**src/rtl/ssd_scan_mux.sv**
```systemverilog
// ssd_scan_mux: time-multiplexed scanner for a common-anode seven-segment
// display. One nibble at a time is presented to a downstream combinational
// hex decoder, together with an active-low one-hot digit enable. New values
// are staged and swapped in only at frame wrap, so a frame never mixes old
// and new digits.
// Optional feature: define SSD_SCAN_LZB_EN for leading-zero blanking.
module ssd_scan_mux #(
   parameter int DIGITS   = 4,
   parameter int SCAN_DIV = 50000
) (
   input  logic                  clk,
   input  logic                  rst_n,
   input  logic                  load,
   input  logic [4*DIGITS-1:0]   value,
   output logic                  load_ack,
   output logic [3:0]            digit_hex,
   output logic [DIGITS-1:0]     digit_en,
   output logic                  frame
);

   localparam int PW = $clog2(SCAN_DIV);
   localparam int IW = $clog2(DIGITS);
   localparam logic [PW-1:0] PRESC_MAX = PW'(SCAN_DIV - 1);
   localparam logic [IW-1:0] IDX_MAX   = IW'(DIGITS - 1);

   logic [PW-1:0]       presc;
   logic [IW-1:0]       idx;
   logic [4*DIGITS-1:0] disp;
   logic [4*DIGITS-1:0] shadow;
   logic                pending;

   logic                tick;
   logic                wrap;
   logic [IW-1:0]       idx_n;
   logic [4*DIGITS-1:0] disp_n;
   logic [3:0]          hex_n;
   logic [DIGITS-1:0]   en_n;
`ifdef SSD_SCAN_LZB_EN
   logic [IW-1:0]       msd;
`endif

   // Next-state index/value; outputs are derived from these so they change
   // on the same edge that advances the scan.
   always_comb begin
      tick   = (presc == PRESC_MAX);
      wrap   = tick && (idx == IDX_MAX);
      idx_n  = idx;
      if (tick)
         idx_n = wrap ? '0 : idx + 1'b1;
      // A load on the wrap edge itself wins over any older staged value.
      disp_n = disp;
      if (wrap) begin
         if (load)
            disp_n = value;
         else if (pending)
            disp_n = shadow;
      end
      hex_n = 4'h0;
      en_n  = '1;
      for (int k = 0; k < DIGITS; k++) begin
         if (idx_n == IW'(k)) begin
            hex_n   = disp_n[4*k +: 4];
            en_n[k] = 1'b0;
         end
      end
`ifdef SSD_SCAN_LZB_EN
      // Digit 0 is never blanked: msd stays 0 for an all-zero value.
      msd = '0;
      for (int k = 1; k < DIGITS; k++) begin
         if (disp_n[4*k +: 4] != 4'h0)
            msd = IW'(k);
      end
      if (idx_n > msd)
         en_n = '1;
`endif
   end

   // Scan state, staging handshake and registered outputs.
   always_ff @(posedge clk) begin
      if (!rst_n) begin
         presc     <= '0;
         idx       <= '0;
         disp      <= '0;
         shadow    <= '0;
         pending   <= 1'b0;
         load_ack  <= 1'b0;
         frame     <= 1'b0;
         digit_hex <= 4'h0;
         digit_en  <= {{(DIGITS-1){1'b1}}, 1'b0};
      end else begin
         presc     <= tick ? '0 : presc + 1'b1;
         idx       <= idx_n;
         disp      <= disp_n;
         if (load && !wrap)
            shadow <= value;
         if (wrap)
            pending <= 1'b0;
         else if (load)
            pending <= 1'b1;
         load_ack  <= wrap && (load || pending);
         frame     <= wrap;
         digit_hex <= hex_n;
         digit_en  <= en_n;
      end
   end

endmodule
```
**config.mk**
```make
export PLATFORM = sky130hd
export DESIGN_NAME = ssd_scan_mux
export DESIGN_NICKNAME = d
export VERILOG_FILES = /design/src/rtl/ssd_scan_mux.sv
export SDC_FILE = /design/constraint.sdc
export NUM_CORES = 1
export LEC_CHECK = 0
export ABC_AREA = 1
export CAP_MARGIN = 0
export CORE_MARGIN = 2
export CORE_UTILIZATION = 60
export CTS_BUF_LIST = sky130_fd_sc_hd__clkbuf_16
export CTS_CLUSTER_SIZE = 20
export DETAILED_ROUTE_END_ITERATION = 10
export HOLD_SLACK_MARGIN = 0.12
export PLACE_DENSITY = 0.93
export SYNTH_ARGS = -nofsm -noshare
export SYNTH_HDL_FRONTEND = slang
export SYNTH_SLANG_ARGS = --single-unit
```
**constraint.sdc**
```tcl
create_clock -name clk -period 2.9 [get_ports clk]
set_input_delay 0.725 -clock clk [delete_from_list [all_inputs] [get_ports clk]]
set_output_delay 0.725 -clock clk [all_outputs]
set_load 0.1 [all_outputs]
```
==> results of run 1 <==
## kinds of logic after synthesis
kind of cell	count (synthesis)	synth area share [%]
AND/OR/NAND/NOR	232	33.55
XOR/XNOR	2	0.5736
AO/OA/AOI/OAI	79	14.95
adder cells (fa/ha/maj)	2	0.8192
flip-flops	61	39.98
buffers and inverters	72	10.12
## worst paths after layout
path | startpoint | to | slack [ps] | cells past startpoint
worst max-delay path | load | digit_hex[3]$_SDFF_PN0_ | 750 | 10
worst min-delay path | presc[0]$_SDFF_PP0_ | presc[0]$_SDFF_PP0_ | 440 | 1
worst max register to register | pending$_SDFFE_PP0P_ | digit_hex[3]$_SDFF_PN0_ | 830 | 9
worst min register to register | presc[0]$_SDFF_PP0_ | presc[0]$_SDFF_PP0_ | 440 | 1
## flip-flops by register name, indices dropped and copies added (netlist names)
register,cells
load_ack,1
digit_hex,4
digit_en,4
shadow,16
pending,1
idx,2
disp,16
presc,16
frame,1
## per-stage QoR
step | std cells | worst slack, ps | total power, mW
floorplan | 448 | 1218 | 0.9610
global placement | 533 | 547.4 | 1.000
detailed placement | 533 | 472.0 | 1.005
CTS | 548 | 813.3 | 1.893
global route | 548 | 588.5 | 1.957
finish | 548 | 751.9 | 1.894
## routing by layer
metal | share of wire [%] | global-route usage, % | up-vias
met5 | 0 | 0 | -
met4 | 2.4 | 10.53 | 0
met3 | 6.3 | 6.878 | 17
met2 | 47 | 43.09 | 113
met1 | 45 | 35.33 | 1343
li1 | - | - | 1480
## where the power goes
part | internal, mW | leakage, nW | switching [mW]
clock | 0.554 | 0.130 | 0.349
combinational | 0.0505 | 0.899 | 0.0619
sequential | 0.860 | 0.496 | 0.0188
total | 1.46 | 1.53 | 0.430
## cell usage after synthesis, types with 4 or more instances
cell type	n
nand2_2	6
a21oi_1	23
nand3_1	19
o21ai_1	4
dfxtp_1	61
nor3_1	7
o21ai_0	37
inv_2	5
nor2_4	4
nand2_1	122
nor2_1	60
clkbuf_1	7
a211oi_1	8
a211oi_2	4
inv_1	52
## area by class of cell
class,count,area [um^2],share of cell area (%)
timing repair buffer,32,285.3,7.966
multi-input combinational,315,1524,42.56
tap,67,83.83,2.341
sequential,61,1221,34.10
inverter,58,217.7,6.080
clock buffer,9,225.2,6.289
clock inverter,6,23.77,0.6639
## worst max-delay path, stage by stage
cell	delay [ps]
clkdlybuf4s50_1	650
inv_2	260
nand2_1	120
o21ai_0	100
nand2_1	120
nand2_1	70
nand2_1	50
nand2_1	60
nor2_1	150
nor2_1	60
==> impl_results.md, run 1 <==
- Clk root buf: clkbuf_16
- # diodes: 0
- Post-cts sizing count: 0
- Die ar.: 5677 um^2
- Total gr overflow: 0
- Crit path kind: primary input to register
- Area Growth Syn to Fin: 17.25%
- Clk Latency, worst-skew pair: 330 ps
- Postcts setup bufs: 0
- Most frequent cells in the layout: nand2_1 (122), dfxtp_1 (61), nor2_1 (60)
- Max-cap violations: 0
- Final hold violation count: 0
- Chip Width: 75.35 um
- Clock Sinks: 61
- Setup TNS: 0 ps
- Arr. time, crit path: 2370 ps
- Synth area leader: dfxtp_1
- Avg Cell Area, Syn: 6.817 um^2
- Cell area after synthesis: 3054 um^2
- Die Y: 75.35 um
- Final Net Count: 498
- Worst EP required: 3120 ps
- Hold buffers post-CTS: 0
- CTS tree: done
- Total GRT Usage: 27.03%
- RSZ-0062 raised after global routing: false
- Post-DP HPWL: 4726 um
- CP endpoint kind: register
- Pleak: 1.526 nW
- Num CTS Buffers: 9
- Core ar.: 4817 um^2
- Filler instances: 359
- Tmin final: 2148 ps
- Fmax achieved: 0.4655 GHz
- Vias per Instance: 5.389
- Syn Inst Count: 448
- IO Port Bufs: 28
- Synthesis Warnings: 0
- Worst Setup Start Kind: primary input
- Worst hold slack: 441.9 ps
- Max_slew headroom: 32.65%
- Initial Util: 63.40%
- Dpl cell area: 3332 um^2
- Synth top area cells: dfxtp_1 (40%), nand2_1 (15%), nor2_1 (7.4%), inv_1 (6.4%), o21ai_0 (6.1%)
- Share of the synthesized area in the top cell type: 39.98%
- Peak VDD IR: 0.3615 mV
- Initial antenna violation count: 0
- Flops & latches, synth: 61
- Via count: 2953
- CTS H-tree lvls: 3
- Drt pass-1 iters: 5
- Worst hold path type: register to register
- Async set-reset flop share out of synthesis: 0%
- Rows: 25
- Global-route wire length before repair: 11650 um
- Vias in the first global route: 2701
- Clock slew at reported path FFs: 50 ps
- Register area share after synthesis: 39.98%
- Ratio of cells with drive above 1 in the final layout: 11.02%
- GPL Wtd Cong: 0.8556
- Commonest non-fill, non-tap cell in the layout: nand2_1
- Drt total wl: 6930 um
- Clock skew: 5.269 ps
- Iter 0 DRT Violations: 246
- Wire per inst: 12.65 um
- Layout Utilization: 74.34%
- Post-route clock period utilization: 74.07%
- CTS Buffer Depth: 2
- Number of top-level pins: 29
- Status: finished clean
- PD cells: 529.0 nW/um^2
- Number of synthesized flops with an enable pin: 0
- Largest net degree at the start of global routing: 34
- Crit path max fanout: 28
- DRC viols: 0
- Netlist cell types: 34
- Final setup vio count: 0
- Post-route cell area: 3581 um^2
- Synth Flop Type: dfxtp_1
- Fin. max-slew vios: 0
- ANT nets after route: 0
- Least-Margin Pin Slew: 1009 ps
- Mapped Nets: 469
(Power assumes the default switching activity.)
==> inputs of run 2 (changes only) <==
CORE_UTILIZATION = 57   (was 60)
PLACE_DENSITY = 0.89   (was 0.93)
clock period = 2.12 ns   (was 2.9 ns; I/O delays follow)
==> run 2 against run 1 <==
Effect of this change: wire length up 1.4%; first-iteration DRC count is 28% lower; clock power up 66%; core utilization down 2.4 points; design area increased by 3.2%; critical path type is now register to register; largest cell class unchanged; largest power group unchanged.
==> impl_results.md, run 2 (synthesized netlist as in run 1, its figures left out) <==
- Num CTS Buffers: 9 (unchanged)
- Total gr overflow: 0 (unchanged)
- Final Net Count: 502 (was 498)
- Max-cap violations: 0 (unchanged)
- Drt pass-1 iters: 5 (unchanged)
- Reg-to-reg endpoint: digit_hex[0]$_SDFF_PN0_ (was digit_hex[3]$_SDFF_PN0_)
- Worst hold slack: 454.1 ps (was 441.9 ps)
- PD cells: 774.4 nW/um^2 (was 529.0 nW/um^2)
- Clk root buf: clkbuf_16 (unchanged)
- Largest stage delay on the critical path: 350 ps (was 650 ps)
- Fin cells: 556 (was 548)
- Layout Utilization: 71.93% (was 74.34%)
- Setup TNS: 0 ps (unchanged)
- Fin worst setup slack: 212.1 ps (was 751.9 ps)
- Arr. time, crit path: 2160 ps (was 2370 ps)
- Final hold violation count: 0 (unchanged)
- Vias per Instance: 5.221 (was 5.389)
- RSZ-0062 raised after global routing: false (unchanged)
- Number of top-level pins: 29 (unchanged)
- Vias in the first global route: 2797 (was 2701)
- Inst Count DP: 540 (was 533)
- Worst path top cell family by delay: simple AND/OR/NAND/NOR gates (was buffers and inverters)
- Fin. max-slew vios: 0 (unchanged)
- DRC viols: 0 (unchanged)
- WP depth: 11 (was 10)
- Most frequent cells in the layout: nand2_1 (122), dfxtp_1 (61), nor2_1 (60) (unchanged)
- Worst hold path type: register to register (unchanged)
- CP endpoint kind: register (unchanged)
- Hold buffers post-CTS: 0 (unchanged)
- Total GRT Usage: 25.55% (was 27.03%)
- Die Y: 77.20 um (was 75.35 um)
- CTS H-tree lvls: 3 (unchanged)
- Worst path slowest cell: dfxtp_1 (was clkdlybuf4s50_1)
- Status: finished clean (unchanged)
- Critical path endpoint: digit_hex[0]$_SDFF_PN0_ (was digit_hex[3]$_SDFF_PN0_)
- # diodes: 0 (unchanged)
- Crit path kind: register to register (was primary input to register)
- Die ar.: 5960 um^2 (was 5677 um^2)
- Dpl cell area: 3391 um^2 (was 3332 um^2)
- Post-route clock period utilization: 89.99%
- Iter 0 DRT Violations: 176 (was 246)
- Tmin final: 1908 ps
- Max_slew headroom: 71.90% (was 32.65%)
- GPL Wtd Cong: 0.8435 (was 0.8556)
- Fmax achieved: 0.5241 GHz
- Pleak: 1.580 nW (was 1.526 nW)
- IO Port Bufs: 28 (unchanged)
- Pint: 2.264 mW (was 1.464 mW)
- Peak VDD IR: 0.5092 mV (was 0.3615 mV)
- Reg2Reg Launch Point: presc[0]$_SDFF_PP0_ (was pending$_SDFFE_PP0P_)
- Ratio of cells with drive above 1 in the final layout: 12.35% (was 11.02%)
- CTS Buffer Depth: 2 (unchanged)
- Chip Width: 77.20 um (was 75.35 um)
- Core ar.: 5140 um^2 (was 4817 um^2)
- Postcts setup bufs: 0 (unchanged)
- R2R cell count: 11 (was 9)
- Worst EP required: 2370 ps (was 3120 ps)
- Largest net degree at the start of global routing: 29 (was 34)
- Clock skew: 3.459 ps (was 5.269 ps)
- Clock slew at reported path FFs: 50 ps (about the same)
- Rows: 26 (was 25)
- Largest registers: disp: 16 flops, presc: 16 flops, shadow: 16 flops (unchanged)
- CP cell instances: ha_1, nand3_2, nor2_4, nand2_4, nor2_8, nand2_1, nand2_1, nand2_1, nand2_1, nor2_1, nor2_1 (was clkdlybuf4s50_1, inv_2, nand2_1, o21ai_0, nand2_1, nand2_1, nand2_1, nand2_1, nor2_1, nor2_1)
- Final setup vio count: 0 (unchanged)
- R2R setup slack: 210 ps (was 830 ps)
- Post-route cell area: 3697 um^2 (was 3581 um^2)
- CP startpoint: presc[0]$_SDFF_PP0_ (was load)
- Flop pwr share: 41.7% (was 46.4%)
- Commonest non-fill, non-tap cell in the layout: nand2_1 (unchanged)
- Drt total wl: 7024 um (was 6930 um)
- Sw power: 0.5991 mW (was 0.4299 mW)
- WP buf/inv: 0 (was 2)
- Initial Util: 59.42% (was 63.40%)
- Global-route wire length before repair: 12220 um (was 11650 um)
- Clk Latency, worst-skew pair: 330 ps (about the same)
- Worst slack, placed: 68.47 ps (was 472.0 ps)
- Switch share: 20.93% (was 22.70%)
- Clock share of power: 52.3% (was 47.7%)
- Post-DP HPWL: 4757 um (was 4726 um)
- Initial antenna violation count: 0 (unchanged)
- Via count: 2903 (was 2953)
- Least-Margin Pin Slew: 421.0 ps (was 1009 ps)
- Total power: 2.863 mW (was 1.894 mW)
- Worst Setup Start Kind: register (was primary input)
- Area Growth Syn to Fin: 21.06% (was 17.25%)
- Wire per inst: 12.63 um (was 12.65 um)
- ANT nets after route: 0 (unchanged)
- CTS tree: done (unchanged)
- Crit path max fanout: 16 (was 28)
- Clock Sinks: 61 (unchanged)
- Post-cts sizing count: 0 (unchanged)
- Crit path top cell by count: nand2_1 (unchanged)
- Comb power frac: 6.0% (was 5.9%)
==> run 2: changes by cell type in the layout (fill, tap and decap cells not counted), sizes merged <==
cell | before | now
bufinv | 0 | 2
buf | 14 | 18
inv | 59 | 58
==> run 2: area by class of cell <==
cell class	count	area, um^2
clock buffer	9	225.2
multi-input combinational	315	1524
tap	70	87.58
fill	420	1443
clock inverter	7	81.33
sequential	61	1221
inverter	58	217.7
timing repair buffer	36	340.3
==> run 2: worst min-delay path by stage <==
| stage | end | start | cells after the start |
|---|---|---|---|
| 2_1_floorplan | presc[0]$_SDFF_PP0_ | presc[0]$_SDFF_PP0_ | 1 |
| 3_3_place_gp | presc[0]$_SDFF_PP0_ | presc[0]$_SDFF_PP0_ | 1 |
| 3_5_place_dp | presc[0]$_SDFF_PP0_ | presc[0]$_SDFF_PP0_ | 1 |
| 4_1_cts | presc[0]$_SDFF_PP0_ | presc[0]$_SDFF_PP0_ | 1 |
| 5_1_grt | presc[0]$_SDFF_PP0_ | presc[0]$_SDFF_PP0_ | 1 |
| 6_report | presc[0]$_SDFF_PP0_ | presc[0]$_SDFF_PP0_ | 1 |
==> run 2: per-layer routing <==
layer | wire length [um] | vias to the layer above | global-route usage, %
met4 | 170 | 0 | 15.54
met2 | 3346 | 116 | 40.70
li1 | - | 1490 | -
met5 | 0 | - | 0
met3 | 492 | 22 | 6.235
met1 | 3015 | 1275 | 31.06
==> run 2: power groups by stage <==
stage	sequential, mW	clock (mW)	combinational, mW
2_1_floorplan	1.21	0	0.104
3_3_place_gp	1.22	0	0.164
3_5_place_dp	1.22	0	0.170
4_1_cts	1.19	1.51	0.172
5_1_grt	1.20	1.56	0.193
6_report	1.19	1.50	0.171
==> run 2: worst register-to-register path, delay by kind of cell, from the launching register on <==
| kind | cells | cell delay (ps) |
|---|---|---|
| fa+ha+maj | 1 | 230 |
| simple gates | 10 | 1240 |
| flops | 1 | 350 |
